$ cat src/rtl/litepcie_us_pkg.sv
// -----------------------------------------------------------------------------
// litepcie_us_pkg
//   Shared definitions for the UltraScale x4 (128-bit) PCIe adapters.
//   - RC descriptor field bit offsets (hard-IP Requester Completion format).
//   - PCIe completion Fmt/Type constants.
//   - RC adapter FSM state encoding.
//   - Helper that widens a dword keep mask into a byte keep mask.
// -----------------------------------------------------------------------------
package litepcie_us_pkg;

    // RC descriptor (first beat from the hard IP) field offsets.
    localparam int unsigned RC_LOWER_ADDR_LSB = 0;   // [11:0]
    localparam int unsigned RC_ERR_LSB        = 12;  // [15:12]
    localparam int unsigned RC_BYTE_CNT_LSB   = 16;  // [28:16]
    localparam int unsigned RC_LOCKED_BIT     = 29;
    localparam int unsigned RC_DW_CNT_LSB     = 32;  // [42:32]
    localparam int unsigned RC_STATUS_LSB     = 43;  // [45:43]
    localparam int unsigned RC_POISON_BIT     = 46;
    localparam int unsigned RC_REQ_ID_LSB     = 48;  // [63:48]
    localparam int unsigned RC_TAG_LSB        = 64;  // [71:64]
    localparam int unsigned RC_CPL_ID_LSB     = 72;  // [87:72]
    localparam int unsigned RC_TC_LSB         = 89;  // [91:89]
    localparam int unsigned RC_ATTR_LSB       = 92;  // [94:92]

    // RC sideband.
    localparam int unsigned RC_TUSER_WIDTH    = 75;
    localparam int unsigned RC_TUSER_DISC_BIT = 42;

    // Completion Fmt/Type.
    localparam logic [4:0] CPL            = 5'b01010;
    localparam logic [4:0] CPLLK          = 5'b01011;
    localparam logic [2:0] FMT_3DW_DATA   = 3'b010;
    localparam logic [2:0] FMT_3DW_NODATA = 3'b000;

    typedef enum logic [1:0] {
        S_HEAD = 2'd0,
        S_DATA = 2'd1,
        S_DROP = 2'd2
    } rc_state_e;

    // Each dword keep bit covers four bytes.
    function automatic logic [15:0] expand_dw_keep(input logic [3:0] dw_keep);
        logic [15:0] bkeep;
        bkeep = '0;
        for (int i = 0; i < 4; i++) begin
            bkeep[4*i +: 4] = {4{dw_keep[i]}};
        end
        return bkeep;
    endfunction

endpackage

$ cat src/rtl/m_axis_rc_adapt_x4_if.sv
// -----------------------------------------------------------------------------
// m_axis_rc_adapt_x4_if
//   Bundles both streams of the RC adapter:
//   - hard-IP side : m_axis_rc_tdata/tkeep/tlast/tuser/tvalid -> tready
//   - core side    : m_axis_rc_tdata_a/tkeep_a/tlast_a/tvalid_a <- tready_a
//   modport slave  : the adapter's view.
//   modport master : the environment's view (hard IP source + core sink).
// -----------------------------------------------------------------------------
interface m_axis_rc_adapt_x4_if #(
    parameter int unsigned DATA_WIDTH  = 128,
    parameter int unsigned KEEP_WIDTH  = DATA_WIDTH / 32,
    parameter int unsigned BKEEP_WIDTH = DATA_WIDTH / 8
);
    // Hard-IP side.
    logic [DATA_WIDTH-1:0]  m_axis_rc_tdata;
    logic [KEEP_WIDTH-1:0]  m_axis_rc_tkeep;
    logic                   m_axis_rc_tlast;
    logic [74:0]            m_axis_rc_tuser;
    logic                   m_axis_rc_tvalid;
    logic                   m_axis_rc_tready;

    // Core side.
    logic [DATA_WIDTH-1:0]  m_axis_rc_tdata_a;
    logic [BKEEP_WIDTH-1:0] m_axis_rc_tkeep_a;
    logic                   m_axis_rc_tlast_a;
    logic                   m_axis_rc_tvalid_a;
    logic                   m_axis_rc_tready_a;

    modport slave (
        input  m_axis_rc_tdata,
        input  m_axis_rc_tkeep,
        input  m_axis_rc_tlast,
        input  m_axis_rc_tuser,
        input  m_axis_rc_tvalid,
        output m_axis_rc_tready,
        output m_axis_rc_tdata_a,
        output m_axis_rc_tkeep_a,
        output m_axis_rc_tlast_a,
        output m_axis_rc_tvalid_a,
        input  m_axis_rc_tready_a
    );

    modport master (
        output m_axis_rc_tdata,
        output m_axis_rc_tkeep,
        output m_axis_rc_tlast,
        output m_axis_rc_tuser,
        output m_axis_rc_tvalid,
        input  m_axis_rc_tready,
        input  m_axis_rc_tdata_a,
        input  m_axis_rc_tkeep_a,
        input  m_axis_rc_tlast_a,
        input  m_axis_rc_tvalid_a,
        output m_axis_rc_tready_a
    );

endinterface

$ cat src/rtl/rc_skid_buf.sv
// -----------------------------------------------------------------------------
// rc_skid_buf
//   Two-entry registered ready/valid buffer (ring of two registers).
//   Output data comes straight from a storage register, so a beat pushed on
//   one edge is visible on the output right after that edge.
//   Ports:
//     clk_i, rst_i            clock, synchronous active-high reset
//     in_data_i/valid_i/ready_o   upstream handshake
//     out_data_o/valid_o/ready_i  downstream handshake
// -----------------------------------------------------------------------------
module rc_skid_buf #(
    parameter int unsigned DAT_B = 145
) (
    input  logic             clk_i,
    input  logic             rst_i,
    input  logic [DAT_B-1:0] in_data_i,
    input  logic             in_valid_i,
    output logic             in_ready_o,
    output logic [DAT_B-1:0] out_data_o,
    output logic             out_valid_o,
    input  logic             out_ready_i
);

    logic [DAT_B-1:0] mem_q [2];
    logic [DAT_B-1:0] mem_d [2];
    logic             wr_ptr_q, wr_ptr_d;
    logic             rd_ptr_q, rd_ptr_d;
    logic [1:0]       cnt_q, cnt_d;
    logic             push, pop;

    // A full buffer still accepts when the head drains in the same cycle;
    // the freed slot is the one being written.
    assign in_ready_o  = (cnt_q != 2'd2) || out_ready_i;
    assign out_valid_o = (cnt_q != 2'd0);
    assign out_data_o  = mem_q[rd_ptr_q];

    assign push = in_valid_i && in_ready_o;
    assign pop  = out_valid_o && out_ready_i;

    always_comb begin
        mem_d    = mem_q;
        wr_ptr_d = wr_ptr_q;
        rd_ptr_d = rd_ptr_q;
        cnt_d    = cnt_q;
        if (push) begin
            mem_d[wr_ptr_q] = in_data_i;
            wr_ptr_d        = ~wr_ptr_q;
        end
        if (pop) begin
            rd_ptr_d = ~rd_ptr_q;
        end
        unique case ({push, pop})
            2'b10:   cnt_d = cnt_q + 2'd1;
            2'b01:   cnt_d = cnt_q - 2'd1;
            default: cnt_d = cnt_q;
        endcase
    end

    always_ff @(posedge clk_i) begin
        if (rst_i) begin
            mem_q[0] <= '0;
            mem_q[1] <= '0;
            wr_ptr_q <= 1'b0;
            rd_ptr_q <= 1'b0;
            cnt_q    <= 2'd0;
        end else begin
            mem_q    <= mem_d;
            wr_ptr_q <= wr_ptr_d;
            rd_ptr_q <= rd_ptr_d;
            cnt_q    <= cnt_d;
        end
    end

endmodule

$ cat src/rtl/m_axis_rc_adapt_x4.sv
// -----------------------------------------------------------------------------
// m_axis_rc_adapt_x4
//   Converts UltraScale x4 (128-bit) Requester Completion beats (3-DW RC
//   descriptor + payload) into standard PCIe 3-DW Cpl/CplD TLP beats for the
//   LitePCIe depacketizer. A header/data FSM picks the first beat of each TLP
//   for remapping; a 2-entry skid buffer registers the output.
//
//   Ports:
//     user_clk, user_reset  clock, synchronous active-high reset
//     rc (slave modport)    hard-IP RC stream in, core TLP stream out
//     rc_err_cnt            dropped completion count (0 unless drop enabled)
//
//   Build option LITEPCIE_RC_ERR_DROP_EN: header beats with err != 0 or
//   discontinue are swallowed together with the rest of their TLP and counted
//   in rc_err_cnt. Without it, such TLPs are forwarded with EP set.
// -----------------------------------------------------------------------------
module m_axis_rc_adapt_x4
    import litepcie_us_pkg::*;
#(
    parameter int unsigned DATA_WIDTH  = 128,  // only 128 is supported
    parameter int unsigned KEEP_WIDTH  = DATA_WIDTH / 32,
    parameter int unsigned BKEEP_WIDTH = DATA_WIDTH / 8
) (
    input  logic                user_clk,
    input  logic                user_reset,
    m_axis_rc_adapt_x4_if.slave rc,
    output logic [15:0]         rc_err_cnt
);

    localparam int unsigned DAT_B = DATA_WIDTH + BKEEP_WIDTH + 1;

    rc_state_e state_q, state_d;

    logic [DATA_WIDTH-1:0] d;
    logic                  disc;
    logic                  hdr_err;
    logic                  in_ready;
    logic                  in_fire;
    logic                  push;
    logic                  skid_in_ready;
    logic [DAT_B-1:0]      skid_in_data;
    logic [DAT_B-1:0]      skid_out_data;
    logic                  skid_out_valid;
    logic [31:0]           hdr_dw0, hdr_dw1, hdr_dw2;
    logic [DATA_WIDTH-1:0] out_tdata;
    logic [BKEEP_WIDTH-1:0] out_tkeep;
    logic                  unused_tuser;

    assign d    = rc.m_axis_rc_tdata;
    assign disc = rc.m_axis_rc_tuser[RC_TUSER_DISC_BIT];
    assign unused_tuser = ^{rc.m_axis_rc_tuser[74:43], rc.m_axis_rc_tuser[41:0]};

    // Only meaningful on a header beat.
    assign hdr_err = (d[RC_ERR_LSB +: 4] != 4'h0) || disc;

    // ------------------------------------------------------------------
    // Input handshake. While dropping, beats bypass the skid entirely.
    // ------------------------------------------------------------------
`ifdef LITEPCIE_RC_ERR_DROP_EN
    assign in_ready = (state_q == S_DROP) ? 1'b1 : skid_in_ready;
`else
    assign in_ready = skid_in_ready;
`endif
    assign rc.m_axis_rc_tready = in_ready && !user_reset;
    assign in_fire = rc.m_axis_rc_tvalid && rc.m_axis_rc_tready;

    // ------------------------------------------------------------------
    // FSM
    // ------------------------------------------------------------------
`ifdef LITEPCIE_RC_ERR_DROP_EN
    logic drop_hit;
`endif

    always_comb begin
        state_d = state_q;
        push    = 1'b0;
`ifdef LITEPCIE_RC_ERR_DROP_EN
        drop_hit = 1'b0;
`endif
        unique case (state_q)
            S_HEAD: begin
                if (in_fire) begin
`ifdef LITEPCIE_RC_ERR_DROP_EN
                    if (hdr_err) begin
                        drop_hit = 1'b1;
                        if (!rc.m_axis_rc_tlast) state_d = S_DROP;
                    end else begin
                        push = 1'b1;
                        if (!rc.m_axis_rc_tlast) state_d = S_DATA;
                    end
`else
                    push = 1'b1;
                    if (!rc.m_axis_rc_tlast) state_d = S_DATA;
`endif
                end
            end
            S_DATA: begin
                if (in_fire) begin
                    push = 1'b1;
                    if (rc.m_axis_rc_tlast) state_d = S_HEAD;
                end
            end
`ifdef LITEPCIE_RC_ERR_DROP_EN
            S_DROP: begin
                if (in_fire && rc.m_axis_rc_tlast) state_d = S_HEAD;
            end
`endif
            default: state_d = S_HEAD;
        endcase
    end

    always_ff @(posedge user_clk) begin
        if (user_reset) begin
            state_q <= S_HEAD;
        end else begin
            state_q <= state_d;
        end
    end

    // ------------------------------------------------------------------
    // Header remap: RC descriptor -> Cpl/CplD DW0..DW2.
    // dw_cnt and byte_cnt are truncated, so 1024 -> 0 and 4096 -> 0.
    // ------------------------------------------------------------------
    always_comb begin
        hdr_dw0 = '0;
        hdr_dw0[31:29] = (d[RC_DW_CNT_LSB +: 11] != 11'd0) ? FMT_3DW_DATA : FMT_3DW_NODATA;
        hdr_dw0[28:24] = d[RC_LOCKED_BIT] ? CPLLK : CPL;
        hdr_dw0[22:20] = d[RC_TC_LSB +: 3];
        // Errored completions that are forwarded are marked poisoned.
        hdr_dw0[14]    = d[RC_POISON_BIT] | hdr_err;
        hdr_dw0[13:12] = d[RC_ATTR_LSB +: 2];
        hdr_dw0[9:0]   = d[RC_DW_CNT_LSB +: 10];

        hdr_dw1 = '0;
        hdr_dw1[31:16] = d[RC_CPL_ID_LSB +: 16];
        hdr_dw1[15:13] = d[RC_STATUS_LSB +: 3];
        hdr_dw1[11:0]  = d[RC_BYTE_CNT_LSB +: 12];

        hdr_dw2 = '0;
        hdr_dw2[31:16] = d[RC_REQ_ID_LSB +: 16];
        hdr_dw2[15:8]  = d[RC_TAG_LSB +: 8];
        hdr_dw2[6:0]   = d[RC_LOWER_ADDR_LSB +: 7];
    end

    // First payload dword already sits in [127:96] of the descriptor beat.
    assign out_tdata = (state_q == S_HEAD) ? {d[127:96], hdr_dw2, hdr_dw1, hdr_dw0} : d;
    assign out_tkeep = expand_dw_keep(rc.m_axis_rc_tkeep);

    assign skid_in_data = {rc.m_axis_rc_tlast, out_tkeep, out_tdata};

    rc_skid_buf #(
        .DAT_B (DAT_B)
    ) u_skid (
        .clk_i       (user_clk),
        .rst_i       (user_reset),
        .in_data_i   (skid_in_data),
        .in_valid_i  (push),
        .in_ready_o  (skid_in_ready),
        .out_data_o  (skid_out_data),
        .out_valid_o (skid_out_valid),
        .out_ready_i (rc.m_axis_rc_tready_a)
    );

    assign rc.m_axis_rc_tdata_a  = skid_out_data[DATA_WIDTH-1:0];
    assign rc.m_axis_rc_tkeep_a  = skid_out_data[DATA_WIDTH +: BKEEP_WIDTH];
    assign rc.m_axis_rc_tlast_a  = skid_out_data[DAT_B-1];
    assign rc.m_axis_rc_tvalid_a = skid_out_valid;

    // ------------------------------------------------------------------
    // Dropped-TLP counter (saturating).
    // ------------------------------------------------------------------
`ifdef LITEPCIE_RC_ERR_DROP_EN
    logic [15:0] err_cnt_q, err_cnt_d;

    always_comb begin
        err_cnt_d = err_cnt_q;
        if (drop_hit && (err_cnt_q != 16'hFFFF)) begin
            err_cnt_d = err_cnt_q + 16'd1;
        end
    end

    always_ff @(posedge user_clk) begin
        if (user_reset) begin
            err_cnt_q <= 16'd0;
        end else begin
            err_cnt_q <= err_cnt_d;
        end
    end

    assign rc_err_cnt = err_cnt_q;
`else
    assign rc_err_cnt = 16'd0;
`endif

endmodule

$ cat src/flat_wrapper.sv
// flat-port wrapper written by rule: the top's interface ports become plain ports
module m_axis_rc_adapt_x4_flat import litepcie_us_pkg::*;
#(
    parameter int unsigned DATA_WIDTH  = 128,                          
    parameter int unsigned KEEP_WIDTH  = DATA_WIDTH / 32,
    parameter int unsigned BKEEP_WIDTH = DATA_WIDTH / 8
)
  (user_clk, user_reset, rc_err_cnt, rc_m_axis_rc_tdata, rc_m_axis_rc_tkeep, rc_m_axis_rc_tlast, rc_m_axis_rc_tuser, rc_m_axis_rc_tvalid, rc_m_axis_rc_tready, rc_m_axis_rc_tdata_a, rc_m_axis_rc_tkeep_a, rc_m_axis_rc_tlast_a, rc_m_axis_rc_tvalid_a, rc_m_axis_rc_tready_a);
  m_axis_rc_adapt_x4_if #(.DATA_WIDTH(DATA_WIDTH), .KEEP_WIDTH(KEEP_WIDTH), .BKEEP_WIDTH(BKEEP_WIDTH)) rc_i ();
  input  logic user_clk;
  input  logic user_reset;
  output logic [15:0] rc_err_cnt;
  input wire logic [$bits(rc_i.m_axis_rc_tdata)-1:0] rc_m_axis_rc_tdata;
  input wire logic [$bits(rc_i.m_axis_rc_tkeep)-1:0] rc_m_axis_rc_tkeep;
  input wire logic [$bits(rc_i.m_axis_rc_tlast)-1:0] rc_m_axis_rc_tlast;
  input wire logic [$bits(rc_i.m_axis_rc_tuser)-1:0] rc_m_axis_rc_tuser;
  input wire logic [$bits(rc_i.m_axis_rc_tvalid)-1:0] rc_m_axis_rc_tvalid;
  output wire logic [$bits(rc_i.m_axis_rc_tready)-1:0] rc_m_axis_rc_tready;
  output wire logic [$bits(rc_i.m_axis_rc_tdata_a)-1:0] rc_m_axis_rc_tdata_a;
  output wire logic [$bits(rc_i.m_axis_rc_tkeep_a)-1:0] rc_m_axis_rc_tkeep_a;
  output wire logic [$bits(rc_i.m_axis_rc_tlast_a)-1:0] rc_m_axis_rc_tlast_a;
  output wire logic [$bits(rc_i.m_axis_rc_tvalid_a)-1:0] rc_m_axis_rc_tvalid_a;
  input wire logic [$bits(rc_i.m_axis_rc_tready_a)-1:0] rc_m_axis_rc_tready_a;
  assign rc_i.m_axis_rc_tdata = rc_m_axis_rc_tdata;
  assign rc_i.m_axis_rc_tkeep = rc_m_axis_rc_tkeep;
  assign rc_i.m_axis_rc_tlast = rc_m_axis_rc_tlast;
  assign rc_i.m_axis_rc_tuser = rc_m_axis_rc_tuser;
  assign rc_i.m_axis_rc_tvalid = rc_m_axis_rc_tvalid;
  assign rc_m_axis_rc_tready = rc_i.m_axis_rc_tready;
  assign rc_m_axis_rc_tdata_a = rc_i.m_axis_rc_tdata_a;
  assign rc_m_axis_rc_tkeep_a = rc_i.m_axis_rc_tkeep_a;
  assign rc_m_axis_rc_tlast_a = rc_i.m_axis_rc_tlast_a;
  assign rc_m_axis_rc_tvalid_a = rc_i.m_axis_rc_tvalid_a;
  assign rc_i.m_axis_rc_tready_a = rc_m_axis_rc_tready_a;
  m_axis_rc_adapt_x4 #(.DATA_WIDTH(DATA_WIDTH), .KEEP_WIDTH(KEEP_WIDTH), .BKEEP_WIDTH(BKEEP_WIDTH)) u_core (.user_clk(user_clk), .user_reset(user_reset), .rc(rc_i), .rc_err_cnt(rc_err_cnt));
endmodule
$ cat config.mk
export PLATFORM = sky130hd
export DESIGN_NAME = m_axis_rc_adapt_x4_flat
export DESIGN_NICKNAME = d
export VERILOG_FILES = /design/src/rtl/litepcie_us_pkg.sv /design/src/rtl/m_axis_rc_adapt_x4_if.sv /design/src/rtl/rc_skid_buf.sv /design/src/rtl/m_axis_rc_adapt_x4.sv /design/src/flat_wrapper.sv
export SDC_FILE = /design/constraint.sdc
export NUM_CORES = 1
export LEC_CHECK = 0
export BUFFER_PORTS_ARGS = -buffer_cell sky130_fd_sc_hd__buf_2
export CORE_UTILIZATION = 52
export CTS_CLUSTER_SIZE = 30
export DETAILED_ROUTE_END_ITERATION = 8
export PLACE_DENSITY = 0.9
export SLEW_MARGIN = 15
export SYNTH_ARGS = -nofsm -noshare
export SYNTH_HDL_FRONTEND = slang
export SYNTH_SLANG_ARGS = --single-unit
export TNS_END_PERCENT = 50
$ cat constraint.sdc
create_clock -name user_clk -period 2.1 [get_ports user_clk]
set_input_delay 0.42 -clock user_clk [delete_from_list [all_inputs] [get_ports user_clk]]
set_output_delay 0.42 -clock user_clk [all_outputs]
set_load 0.1 [all_outputs]
==> run_results.csv, run 1 <==
group,metric,value,unit
logic_synthesis,synthCells,1341,
cells_and_area,finalInstanceArea,0.0170,mm^2
critical_path,end_kind,"output port",
floorplan,core,0.0236,mm^2
critical_path,path_cells,"buf_12, buf_12, buf_16, mux2_2, buf_12",
sta,fin_worst_skew,0.00861,ns
clocking,tritoncts,"built",
grt,antenna_found_initial,8,
route,routed_wl,46700,um
logic_synthesis,synth-main-ff-cell,"dfxtp_1",
place,port-buffer-count,284,
place,dp_hpwl,25900,um
clocking,clk_pin_slew_worst_paths,0.07,ns
critical_path,path_delay_family,"buffers and inverters",
sta,finalMaxSlewViolations,0,
sta,slew_headroom,28.9,%
logic_synthesis,syn_avg_cell_area,9.37,um^2
floorplan,io_pins,375,
grt,grt_pass1_vias,12265,
floorplan,die_w,157,um
route,firstDrtPassIters,6,
worst_hold_path,hold_end,"u_core.u_skid.mem_q[262]",
worst_hold_path,whs_path_depth,3,
critical_path,worst-path-buf-inv,4,
logic_synthesis,syn-cell-area,0.0126,mm^2
sta,fmax,437,MHz
clocking,cts-hold-fix-buffers,0,
route,avgViaCountPerCell,6.69,
grt,grt_pass1_wl,68200,um
cells_and_area,syn_to_final_growth,35.6,%
pwr,irDropWorstVdd,0.667,mV
grt,grt_max_degree,201,
cells_and_area,mostFrequentLayoutCell,"dfxtp_1",
clocking,cts_buffers,27,
sta,finalSetupViolCount,146,
logic_synthesis,seq_area_frac_synth,43.2,%
critical_path,worst-endpoint-required,1.68,ns
pwr,power.density,1030,mW/mm^2
clocking,clock_latency,0.54,ns
critical_path,critPathKind,"flip-flop to output port",
cells_and_area,mostFrequentLayoutCells,"dfxtp_1, a21oi_1, a211oi_1",
route,post_drt_wl_per_cell,24.7,um
cells_and_area,multiInputGateArea,0.00647,mm^2
sta,finalCritPeriodShare,109,%
floorplan,fp.dieH,157,um
cells_and_area,nets,1758,
logic_synthesis,yosys_warnings,0,
sta,fin_crit,2.29,ns
route,route.detailed.drc,0,
sta,setup-tns-final,-20.00,ns
sta,setup_ws,-0.187,ns
floorplan,row_count,56,
cells_and_area,drive_gt1_share,34.1,%
clocking,htree_levels,1,
logic_synthesis,yosys.cell_types.count,39,
route,ant_nets,0,
floorplan,fp.dieArea,0.0248,mm^2
critical_path,max_stage_delay,0.39,ns
cells_and_area,seq_area,0.00543,mm^2
critical_path,reg2reg_from,"u_core.u_skid.cnt_q[1]",
status,status,"finished, violations left",
clocking,cts.sinks,271,
worst_hold_path,hold_class,"primary input to flip-flop",
logic_synthesis,synth_edf_count,0,
job,cap_violations,0,
sta,tightestPinTransition,1.07,ns
grt,grt_overflow_total,0,
route,drt_iter0_markers,1594,
place,place_congestion,0.882,
clocking,root_buffer,"clkbuf_16",
sta,finalHoldViolCount,0,
critical_path,worst_setup_path_start_kind,"flip-flop",
sta,rsz0062_at_grt,"yes",
cells_and_area,fill_cells,1545,
logic_synthesis,synth-async-reset-ratio,0,%
critical_path,r2r_end,"u_core.u_skid.mem_q[40]",
worst_hold_path,worstHoldStart,"rc_m_axis_rc_tdata[117]",
pwr,leakage,0.00625,uW
critical_path,cp_common_cell,"buf_12",
grt,grt_use_total,35.2,%
floorplan,start_util,53.2,%
route,vias,12665,
place,dpl-instance-area,0.0149,mm^2
clocking,cts_buffer_depth,3,
critical_path,reg2reg_slack,-0.07,ns
logic_synthesis,synth.ff_latch_count,271,
critical_path,crit_slowest_cell,"dfxtp_4",
critical_path,crit_arrival,1.87,ns
critical_path,path_max_fanout,12,
critical_path,worst_r2r_path_depth,4,
status,violations,"setup timing",
repair_timing:
item                                    in CTS  in global routing
buffers inserted                             7                  1
endpoints found under the setup margin     145                148
gates cloned                                 7                  3
gates resized for setup                    225                 37
pin swaps                                    0                  0
synthesized netlist by cell type, drive strengths merged, types with 2 or more instances:
master	instances	area, um^2
dfxtp	271	5430
a21oi	265	1330
a211oi	160	1220
mux2	133	1500
buf	116	687
o21ai	107	536
mux2i	78	781
nand3	74	370
clkbuf	66	249
nand4	28	175
nor2	8	40.0
nand2	4	15.0
o211ai	4	30.0
nor4	3	18.8
inv	2	7.51
nand2b	2	12.5
nor3b	2	31.3
o41ai	2	17.5
or3	2	12.5
or3b	2	17.5
xnor2	2	17.5
worst max path at each step:
stage	from	end	slack, ns	depth (start not counted)
2_1_floorplan	u_core.u_skid.rd_ptr_q	rc_m_axis_rc_tkeep_a[10]	-0.09	4
3_3_place_gp	rc_m_axis_rc_tready_a	u_core.u_skid.mem_q[175]	0.13	5
3_5_place_dp	rc_m_axis_rc_tready_a	u_core.u_skid.mem_q[175]	0.06	5
4_1_cts	u_core.u_skid.rd_ptr_q	rc_m_axis_rc_tdata_a[55]	-0.19	5
5_1_grt	u_core.u_skid.rd_ptr_q	rc_m_axis_rc_tkeep_a[8]	-0.21	4
6_report	u_core.u_skid.rd_ptr_q	rc_m_axis_rc_tdata_a[5]	-0.19	5
power by group:
| part | total (uW) | switching, uW | internal [uW] |
|---|---|---|---|
| Combinational | 7220 | 4650 | 2570 |
| Sequential | 5620 | 196 | 5430 |
| Clock | 4650 | 2050 | 2600 |
through the flow:
stage / utilization [%] / total power [uW] / setup WS (ns) / hold slack, ns / std cells
finish: 72.1 / 17500 / -0.187 / 0.146 / 1892
global placement: 63.3 / 11500 / 0.128 / 0.457 / 1817
CTS: 71.0 / 17100 / -0.188 / 0.133 / 1878
global route: 72.1 / 17900 / -0.205 / 0.141 / 1889
detailed placement: 63.3 / 11600 / 0.0600 / 0.466 / 1817
floorplan: - / 10200 / -0.0876 / 0.450 / 1356
final cells by class:
type | count | area share (%)
multi-input combinational | 901 | 38.0
sequential | 271 | 31.9
timing repair buffer | 342 | 22.7
clock buffer | 41 | 4.69
tap | 319 | 2.34
clock inverter | 6 | 0.191
antenna | 10 | 0.147
inverter | 2 | 0.0441
routing by layer:
| layer | routed length [um] | GRT usage [%] | vias to the layer above |
|---|---|---|---|
| met5 | 0 | 0 | - |
| met4 | 3320 | 22.6 | 0 |
| met3 | 4190 | 8.20 | 258 |
| met2 | 22000 | 58.3 | 884 |
| met1 | 17300 | 41.0 | 6130 |
| li1 | - | - | 5393 |
state kept, by name, indices dropped and copies added (netlist names):
name	flops
u_core.u_skid.mem_q	266
u_core.u_skid.cnt_q	2
u_core.state_q	1
u_core.u_skid.rd_ptr_q	1
u_core.u_skid.wr_ptr_q	1
worst reg2reg max path, stage by stage (launching register included):
cell and delay, ns:
dfxtp_1 0.34, or3b_4 0.27, buf_16 0.39, a21oi_1 0.58, a211oi_1 0.44
kinds of logic after synthesis:
group	after synthesis	share of synthesized area, %
AOI/OAI and AO/OA	540	25.0
DFF	271	43.2
muxes	211	18.1
buffers and inverters	184	7.51
and+or+nand+nor	130	5.81
xor gates and xnor gates	3	0.209
adders and majority gates	1	0.0996
other	1	0.0299
No activity file was read; power rests on OpenSTA's default activity.
==> run 2, diff against run 1 <==
CORE_UTILIZATION = 50   (was 52)
PLACE_DENSITY = 0.88   (was 0.9)
SLEW_MARGIN = default   (was 15)
==> run 2 against run 1 <==
  * The flow still finishes with violations (setup timing)
  * Combinational power down 2%
  * Worst hold slack worse by 0.0015 ns
  * Wire length down 2.9%
  * Die area up 3.9%
  * Cell count up 0.11%
  * Via count down 1.2%
  * Highest routed layer unchanged
  * Clock power up 3%
  * Sequential share of layout area down 0.33 points
  * Sequential cell count unchanged
  * Critical path depth unchanged
  * Core utilization down 1.8 points
  * Register-to-register slack better by 0.06 ns
==> run_results.csv, run 2 (synthesis gave the netlist of run 1 again) <==
group,metric,value,unit
cells_and_area,fill_cells,1597,
grt,use_met3,7.05,%
grt,grt.met1_usage,40.1,%
pwr,combPwrFrac,40.6,%
pwr,internal-power,10700,uW
critical_path,end_kind,"output port",
critical_path,worst-endpoint-required,1.68,ns
route,vias,12514,
critical_path,critPathKind,"flip-flop to output port",
pwr,p_switching,6820,uW
floorplan,io_pins,375,
floorplan,core,0.0245,mm^2
sta,finalHoldViolCount,0,
cells_and_area,nets,1749,
cells_and_area,mostFrequentLayoutCells,"dfxtp_1, a21oi_1, a211oi_1",
route,avgViaCountPerCell,6.61,
route,drt_iter0_markers,1568,
grt,gr-max-usage-layer,"met2",
floorplan,die_w,160,um
job,cap_violations,0,
sta,tightestPinTransition,1.02,ns
cells_and_area,multiInputGateArea,0.00655,mm^2
grt,antenna_found_initial,9,
route,post_drt_wl_per_cell,24.0,um
pwr,pwr-share-seq,32.1,%
sta,finalSetupViolCount,147,
floorplan,start_util,51.3,%
worst_hold_path,hold_class,"primary input to flip-flop",
worst_hold_path,whs_path_depth,3,
place,dp_hpwl,25800,um
cells_and_area,fin_util,70.3,%
critical_path,crit_arrival,1.86,ns
cells_and_area,largest-register,"u_core.u_skid.mem_q",
sta,rsz0062_at_grt,"yes",
place,place_congestion,0.898,
pwr,p_clk_share,27.3,%
clocking,htree_levels,1,
clocking,root_buffer,"clkbuf_16",
cells_and_area,syn_to_final_growth,37.0,%
floorplan,row_count,57,
status,status,"finished, violations left",
pwr,swShare,38.9,%
grt,grt_pass1_wl,67500,um
floorplan,fp.dieArea,0.0258,mm^2
sta,fin_worst_skew,0.0105,ns
critical_path,worst_r2r_path_depth,4,
sta,slew_headroom,32.1,%
clocking,cts_buffer_depth,3,
route,routed_wl,45400,um
sta,fin_crit,2.28,ns
critical_path,worst_setup_path_start_kind,"flip-flop",
clocking,clock_latency,0.53,ns
sta,setup_ws,-0.182,ns
clocking,tritoncts,"built",
cells_and_area,seq_area,0.00543,mm^2
status,violations,"setup timing",
clocking,cts.sinks,271,
sta,whs,0.144,ns
grt,grt_pass1_vias,11975,
route,ant_nets,0,
cells_and_area,drive_gt1_share,33.5,%
cells_and_area,mostFrequentLayoutCell,"dfxtp_1",
clocking,cts_buffers,28,
place,port-buffer-count,284,
cells_and_area,largest_reg_flops,266,
route,firstDrtPassIters,6,
pwr,power.density,1020,mW/mm^2
grt,grtUsageMet2,52.1,%
pwr,leakage,0.00627,uW
sta,finalMaxSlewViolations,0,
floorplan,fp.dieH,160,um
grt,grt_use_total,32.7,%
sta,finalCritPeriodShare,109,%
cells_and_area,reg.largest.list,"u_core.u_skid.mem_q (266), u_core.u_skid.cnt_q (2)",
sta,fmax,438,MHz
route,route.detailed.drc,0,
grt,grt_max_degree,215,
grt,grt_overflow_total,0,
clocking,clk_pin_slew_worst_paths,0.06,ns
critical_path,path_max_fanout,6,
pwr,irDropWorstVdd,0.651,mV
-- run 2: cell types whose count changed in the layout (fill, tap and decap cells not counted), moves of 2 or more --
cell | before | now
mux2_2 | 85 | 64
mux2_4 | 48 | 69
buf_12 | 88 | 105
buf_16 | 10 | 7
buf_4 | 28 | 22
clkbuf_16 | 30 | 32
diode_2 | 10 | 12
buf_6 | 73 | 55
clkbuf_1 | 7 | 12
-- run 2: power groups by stage --
stage / sequential (uW) / combinational, uW / clock [uW]
after floorplan: 5640 / 4520 / 0
after global placement: 5680 / 5770 / 0
after detailed placement: 5710 / 5840 / 0
after CTS: 5600 / 6810 / 4790
after global routing: 5640 / 7270 / 5030
final: 5620 / 7110 / 4790
-- run 2: worst max-delay path: stages, from the launching register on --
cell and delay [ns]:
dfxtp_4 0.38, buf_12 0.13, buf_12 0.14, clkbuf_16 0.17, mux2_4 0.33, buf_12 0.17
-- run 2: routing by layer --
layer  share of wire (%)  wire, um
met3                 9.3      4240
met5                   0         0
met2                  47     21400
met4                 6.9      3110
met1                  37     16600
-- run 2: area by class of cell --
| cell class | count | share of cell area [%] |
|---|---|---|
| Clock buffer | 47 | 4.96 |
| Timing Repair Buffer | 332 | 22.7 |
| Clock inverter | 5 | 0.160 |
| Tap cell | 324 | 2.36 |
| Multi-Input combinational cell | 901 | 38.1 |
| Antenna cell | 12 | 0.174 |
| Inverter | 2 | 0.0436 |
| Sequential cell | 271 | 31.6 |
-- run 2: worst paths after layout --
kind              slack [ns]                  endpoint                      from
hold / removal          0.14  u_core.u_skid.mem_q[102]   rc_m_axis_rc_tdata[102]
setup / recovery       -0.18   rc_m_axis_rc_tdata_a[3]    u_core.u_skid.rd_ptr_q
hold reg to reg         0.47  u_core.u_skid.mem_q[108]  u_core.u_skid.mem_q[108]
setup reg to reg       -0.01   u_core.u_skid.mem_q[13]    u_core.u_skid.cnt_q[1]
-- run 2: per-stage QoR --
step	power (uW)	worst slack, ns	area, um^2	std cells	setup TNS (ns)
CTS	17200	-0.203	17000	1879	-19.88
global placement	11500	0.0240	15100	1815	0
finish	17500	-0.182	17200	1894	-18.59
global route	17900	-0.215	17200	1890	-23.31
floorplan	10200	-0.0876	12700	1356	-1.13
detailed placement	11500	0.00648	15100	1815	0
-- run 2: timing repair --
action,in CTS,in global routing
setup endpoints to repair,145,152
setup buffers,7,0
gates resized for setup,235,20
cloned,5,3
hold buffers,0,0
